--- src/rtl/rat_seq_pkg.sv ---
// Shared types for the instruction sequencer: state encodings,
// default interrupt vector base and the vector address helper.
package rat_seq_pkg;

    typedef enum logic [2:0] {
        ST_INIT  = 3'd0,
        ST_FETCH = 3'd1,
        ST_WAIT  = 3'd2,
        ST_EXEC  = 3'd3,
        ST_INT   = 3'd4
    } state_e;

    localparam int          IDX_W        = 3;
    localparam int          VEC_W        = 10;
    localparam int          CNT_W        = 2;
    localparam logic [9:0]  VEC_BASE_DEF = 10'h3F8;

    // Vector addresses wrap inside the 10-bit program space.
    function automatic logic [VEC_W-1:0] vec_addr(
        input logic [VEC_W-1:0] base,
        input logic [IDX_W-1:0] idx
    );
        return base + {{(VEC_W-IDX_W){1'b0}}, idx};
    endfunction

endpackage

--- src/rtl/rat_irq_pend.sv ---
// Interrupt front end: rising-edge detect, pending latch and a
// lowest-index-first priority encoder over the unmasked pending set.
module rat_irq_pend
    import rat_seq_pkg::*;
#(
    parameter int N_IRQ = 4
) (
    input  logic             clk,
    input  logic             RESET,
    input  logic [N_IRQ-1:0] irq_i,
    input  logic [N_IRQ-1:0] mask_i,
    input  logic [N_IRQ-1:0] ack_i,
    output logic             req_o,
    output logic [IDX_W-1:0] win_o
);

    logic [N_IRQ-1:0] irq_prev_q;
    logic [N_IRQ-1:0] pend_q;
    logic [N_IRQ-1:0] pend_d;
    logic [N_IRQ-1:0] rise;
    logic [N_IRQ-1:0] elig;
    logic             found;

    assign rise = irq_i & ~irq_prev_q;

    // A new edge outranks the acknowledge of the same source.
    assign pend_d = (pend_q & ~ack_i) | rise;

    // History resets high so a line held across reset is not an edge.
    always_ff @(posedge clk) begin
        if (RESET) begin
            irq_prev_q <= '1;
            pend_q     <= '0;
        end else begin
            irq_prev_q <= irq_i;
            pend_q     <= pend_d;
        end
    end

    assign elig  = pend_q & mask_i;
    assign req_o = |elig;

    always_comb begin
        win_o = '0;
        found = 1'b0;
        for (int i = 0; i < N_IRQ; i++) begin
            if (!found && elig[i]) begin
                win_o = IDX_W'(i);
                found = 1'b1;
            end
        end
    end

endmodule

--- src/rtl/rat_seq_ctrl.sv ---
// Instruction sequencer: INIT/FETCH/WAIT/EXEC/INT control with
// optional fetch wait states and vectored interrupt entry.
module rat_seq_ctrl
    import rat_seq_pkg::*;
#(
    parameter int         N_IRQ      = 4,
    parameter int         FETCH_WAIT = 0,
    parameter logic [9:0] VEC_BASE   = VEC_BASE_DEF
) (
    input  logic             clk,
    input  logic             RESET,
    input  logic [N_IRQ-1:0] IRQ,
    input  logic [N_IRQ-1:0] IRQ_MASK,
    input  logic             I_FLAG,
    output logic             RST,
    output logic             PC_INC,
    output logic             EXEC_EN,
    output logic             INT_EN,
    output logic [9:0]       INT_VEC,
    output logic [N_IRQ-1:0] INT_ACK,
    output logic [2:0]       STATE
);

    localparam logic [CNT_W-1:0] WAIT_LD =
        (FETCH_WAIT > 0) ? CNT_W'(FETCH_WAIT - 1) : '0;

    state_e           state_q;
    state_e           state_d;
    logic [CNT_W-1:0] cnt_q;
    logic [CNT_W-1:0] cnt_d;
    logic [IDX_W-1:0] win_q;
    logic [IDX_W-1:0] win_d;
    logic             irq_req;
    logic [IDX_W-1:0] irq_win;

    rat_irq_pend #(
        .N_IRQ (N_IRQ)
    ) u_pend (
        .clk    (clk),
        .RESET  (RESET),
        .irq_i  (IRQ),
        .mask_i (IRQ_MASK),
        .ack_i  (INT_ACK),
        .req_o  (irq_req),
        .win_o  (irq_win)
    );

    always_ff @(posedge clk) begin
        if (RESET) begin
            state_q <= ST_INIT;
            cnt_q   <= '0;
            win_q   <= '0;
        end else begin
            state_q <= state_d;
            cnt_q   <= cnt_d;
            win_q   <= win_d;
        end
    end

    always_comb begin
        state_d = state_q;
        cnt_d   = cnt_q;
        win_d   = win_q;
        unique case (state_q)
            ST_INIT: begin
                state_d = ST_FETCH;
            end
            ST_FETCH: begin
                if (FETCH_WAIT == 0) begin
                    state_d = ST_EXEC;
                end else begin
                    state_d = ST_WAIT;
                    cnt_d   = WAIT_LD;
                end
            end
            ST_WAIT: begin
                if (cnt_q == '0) begin
                    state_d = ST_EXEC;
                end else begin
                    cnt_d = cnt_q - 1'b1;
                end
            end
            // Interrupt decision and winner capture happen only here.
            ST_EXEC: begin
                if (I_FLAG && irq_req) begin
                    state_d = ST_INT;
                    win_d   = irq_win;
                end else begin
                    state_d = ST_FETCH;
                end
            end
            ST_INT: begin
                state_d = ST_FETCH;
            end
            default: begin
                state_d = ST_INIT;
            end
        endcase
    end

    always_comb begin
        RST     = 1'b0;
        PC_INC  = 1'b0;
        EXEC_EN = 1'b0;
        INT_EN  = 1'b0;
        INT_VEC = '0;
        INT_ACK = '0;
        unique case (state_q)
            ST_INIT:  RST     = 1'b1;
            ST_FETCH: PC_INC  = 1'b1;
            ST_WAIT:  ;
            ST_EXEC:  EXEC_EN = 1'b1;
            ST_INT: begin
                INT_EN  = 1'b1;
                INT_VEC = vec_addr(VEC_BASE, win_q);
                for (int i = 0; i < N_IRQ; i++) begin
                    INT_ACK[i] = (win_q == IDX_W'(i));
                end
            end
            default: ;
        endcase
    end

    assign STATE = state_q;

endmodule

--- config.mk ---
export PLATFORM = sky130hd
export DESIGN_NAME = rat_seq_ctrl
export DESIGN_NICKNAME = d
export VERILOG_FILES = /design/src/rtl/rat_seq_pkg.sv /design/src/rtl/rat_irq_pend.sv /design/src/rtl/rat_seq_ctrl.sv
export SDC_FILE = /design/constraint.sdc
export NUM_CORES = 1
export LEC_CHECK = 0
export CORE_UTILIZATION = 39
export DETAILED_ROUTE_END_ITERATION = 6
export GPL_ROUTABILITY_DRIVEN = 0
export PLACE_DENSITY = 0.86
export SYNTH_ARGS = -nofsm -noshare
export SYNTH_HDL_FRONTEND = slang
export SYNTH_HIERARCHICAL = 1
export SYNTH_SLANG_ARGS = --single-unit
--- constraint.sdc ---
create_clock -name clk -period 1.3 [get_ports clk]
set_clock_uncertainty 0.05 [all_clocks]
set_input_delay 0.13 -clock clk [delete_from_list [all_inputs] [get_ports clk]]
set_output_delay 0.13 -clock clk [all_outputs]
set_load 0.005 [all_outputs]
==> results.md <==
- Status: finished with violations
- Violated checks: setup timing
- Pwr dens: 735 nW/µm²
- Design Area, Final: 1430 µm²
- Hold-fix buffers, CTS: 0
- Chip Height: 48.9 µm
- Grt met1 use: 0.222
- Gr usage total: 0.210
- Final Critical Period: 1.62 ns
- Hold Vio Cnt, Final: 0
- Detailed Route Iter0 Violations: 8
- Reg clk slew, reported paths: 0.10 ns
- Max Cap Viol: 0
- Sum of negative setup slack: -3.04 ns
- First-pass GRT wire length: 3760 µm
- Nets@finish: 150
- Cells after Synth: 89
- CTS max path bufs: 2
- Antenna violations before repair: 0
- Die X: 48.9 µm
- Sequential area share after synthesis: 0.373
- Cell Int Power: 0.796 mW
- Netlist Area Pre-Place: 860 µm²
- Lkg Pwr: 0.592 nW
- Count leader, synth: dfxtp_1
- Clock network power share: 0.315
- Arrival @ worst endpoint: 1.44 ns
- Yosys reg bits: 16
- Area contributors post-synth: dfxtp_1 37%, nand2b_1 10%, buf_4 7.0%
- Vias in the first global route: 853
- H-tree Lvls: 1
- Most used cell, CP: buf_6
- Post-synth top area share: 0.373
- Post-synth ARST share: 0
- Type of the most critical hold path: in2reg
- Global route overflow: 0
- Syn_area_per_cell: 9.66 µm²
- Pre-antenna DRT Iters: 3
- Netlist cell types: 35
- GR Layer Usage met2: 0.380
- HPWL after DPL: 1370 µm
- CP required: 1.12 ns
- Hold depth: 3
- Final setup viols: 22
- Wire per inst: 14.1 µm
- XOR/XNOR Fraction of Synth Area: 0.0204
- Root Driver: clkbuf_4
- Largest fanout on the critical path: 5
- Yosys top cell by area: dfxtp_1
- Largest net degree at the start of global routing: 14
- Top Usage Layer GRT: met2
- Final slew viol count: 0
- Synth Area in Simple Gates: 0.345
- Sw Ratio: 0.243
- M3 GR Usage: 0.0280
- Synth Warn #: 6
- Gate power share: 0.183
- Crit-path max cell delay: 0.35 ns
- Largest vdd supply drop: 0.528 mV
- Synth Flop Type: dfxtp_1
- # DRC: 0
- Layout cells sized above 1: 0.540
- Number of synthesized flops with an enable pin: 0
- Diode count: 0
- Crit-path cells: nor3b_4, buf_6, buf_6, nor4b_4, buf_2
- Critical path's slowest cell: dfxtp_2
- Inserted Clock Buffers: 3
- Sw power: 0.256 mW
- DR vias/cell: 4.76
- DRT Wirelength: 2310 µm
- Sequential Power Share: 0.502
- R2R cell count: 6
- Initial Util: 0.425
- CTS sink count: 16
- Post-synthesis adder-cell area fraction: 0.0146
- Net count after synthesis: 101
- Vias: 780
- Fraction of synthesized area in multiplexers: 0.0349
- Final ANT Viol Nets: 0
- CTS tree: yes
- Placed Area: 1230 µm²
- Setup CP Type: reg2out
- Compound-cell area share of the yosys netlist: 0.0888
- FMAX: 617 MHz
- Final period util: 1.25
- Worst setup EP type: output port
- Startpoint Class: register
- Die area: 2400 µm²
- Area grow syn2layout: 66.5%
- Core area: 2020 µm²
- RSZ-0062 raised after global routing: yes
- I/O pin total: 32
- Largest family of logic cells by synthesized area: simple AND/OR/NAND/NOR gates
- Worst skew pair latency: 0.29 ns
- Port Buffers: 31
- Row count: 16
- Final setup margin: -0.320 ns
- Synth top cells by count: 16 x dfxtp_1, 14 x nand2b_1, 8 x buf_4
worst max-delay path, delay by kind of cell (launching register included):
kind | cells | cell delay (ns)
and+or+nand+nor | 2 | 0.42
buffers and inverters | 3 | 0.38
DFF | 1 | 0.35
registers in the layout, summed over array words and instances (netlist names):
signal,count
win_q,3
cnt_q,2
u_pend/irq_prev_q,4
u_pend/pend_q,4
STATE,3
layer usage:
layer | vias to the layer above | wire (µm)
met5 | - | 0
met4 | 0 | 44
met3 | 4 | 43
met2 | 19 | 1290
met1 | 366 | 935
li1 | 391 | -
kinds of logic after synthesis:
logic type | Yosys count
other cells | 1
xor+xnor | 2
mux | 3
compound gates | 11
buf+inv | 15
flops | 16
simple gates | 40
fa+ha+maj | 1
area by class of cell:
cell class,instances,area [µm²]
clock buffer,4,36.3
sequential,16,324
multi-input combinational,58,526
tap,27,33.8
fill,132,591
inverter,3,11.3
timing repair buffer,56,500
worst paths after layout:
path / startpoint / slack [ns] / end
setup reg to reg: STATE[0]$_SDFFE_PP0N_ / -0.08 / u_pend/pend_q[3]$_SDFF_PP0_
hold / removal: IRQ[2] / 0.37 / u_pend/pend_q[2]$_SDFF_PP0_
hold reg to reg: u_pend/irq_prev_q[2]$_SDFF_PP1_ / 0.44 / u_pend/pend_q[2]$_SDFF_PP0_
setup / recovery: STATE[0]$_SDFFE_PP0N_ / -0.32 / INT_ACK[0]
power by group through the flow:
stage | clock [mW] | sequential, mW | combinational (mW)
3_5_place_dp | 0 | 0.536 | 0.165
5_1_grt | 0.374 | 0.532 | 0.206
2_1_floorplan | 0 | 0.533 | 0.0844
4_1_cts | 0.340 | 0.526 | 0.182
3_3_place_gp | 0 | 0.535 | 0.160
6_report | 0.331 | 0.529 | 0.192
cell usage in the layout (no fill, tap or decap), types with 2 or more instances in the layout:
| master | synthesis | layout |
|---|---|---|
| buf_6 | 2 | 20 |
| buf_4 | 8 | 14 |
| dfxtp_1 | 16 | 13 |
| nand2b_1 | 14 | 12 |
| clkdlybuf4s50_1 | 0 | 10 |
| buf_2 | 1 | 9 |
| a21oi_1 | 6 | 4 |
| or2_2 | 4 | 4 |
| dfxtp_2 | 0 | 3 |
| inv_1 | 3 | 3 |
| mux2i_1 | 3 | 3 |
| clkbuf_4 | 0 | 3 |
| nor3b_2 | 1 | 2 |
| and2_4 | 0 | 2 |
| nor4b_4 | 1 | 2 |
| xnor2_1 | 2 | 2 |
| nor2_1 | 2 | 2 |
| clkdlybuf4s15_1 | 0 | 2 |
| nand2_1 | 2 | 2 |
| a22oi_2 | 1 | 2 |
| nand2b_4 | 0 | 2 |
| a21oi_2 | 0 | 2 |
per-stage QoR:
stage          hold WS [ns]  total power [mW]   util  setup WS [ns]  instances
2_1_floorplan         0.149             0.617      -         -0.170         89
3_3_place_gp          0.421             0.695  0.610         -0.295        145
3_5_place_dp          0.425             0.700  0.610         -0.326        145
4_1_cts               0.367              1.05  0.698         -0.402        165
5_1_grt               0.381              1.11  0.708         -0.420        164
6_report              0.373              1.05  0.708         -0.320        164
what timing repair did:
action                                  in CTS  in global routing
buffers inserted                            16                  4
endpoints found under the setup margin      27                 30
pin swaps                                    8                  2
resized for setup                           98                 16
(Power assumes the default switching activity.)
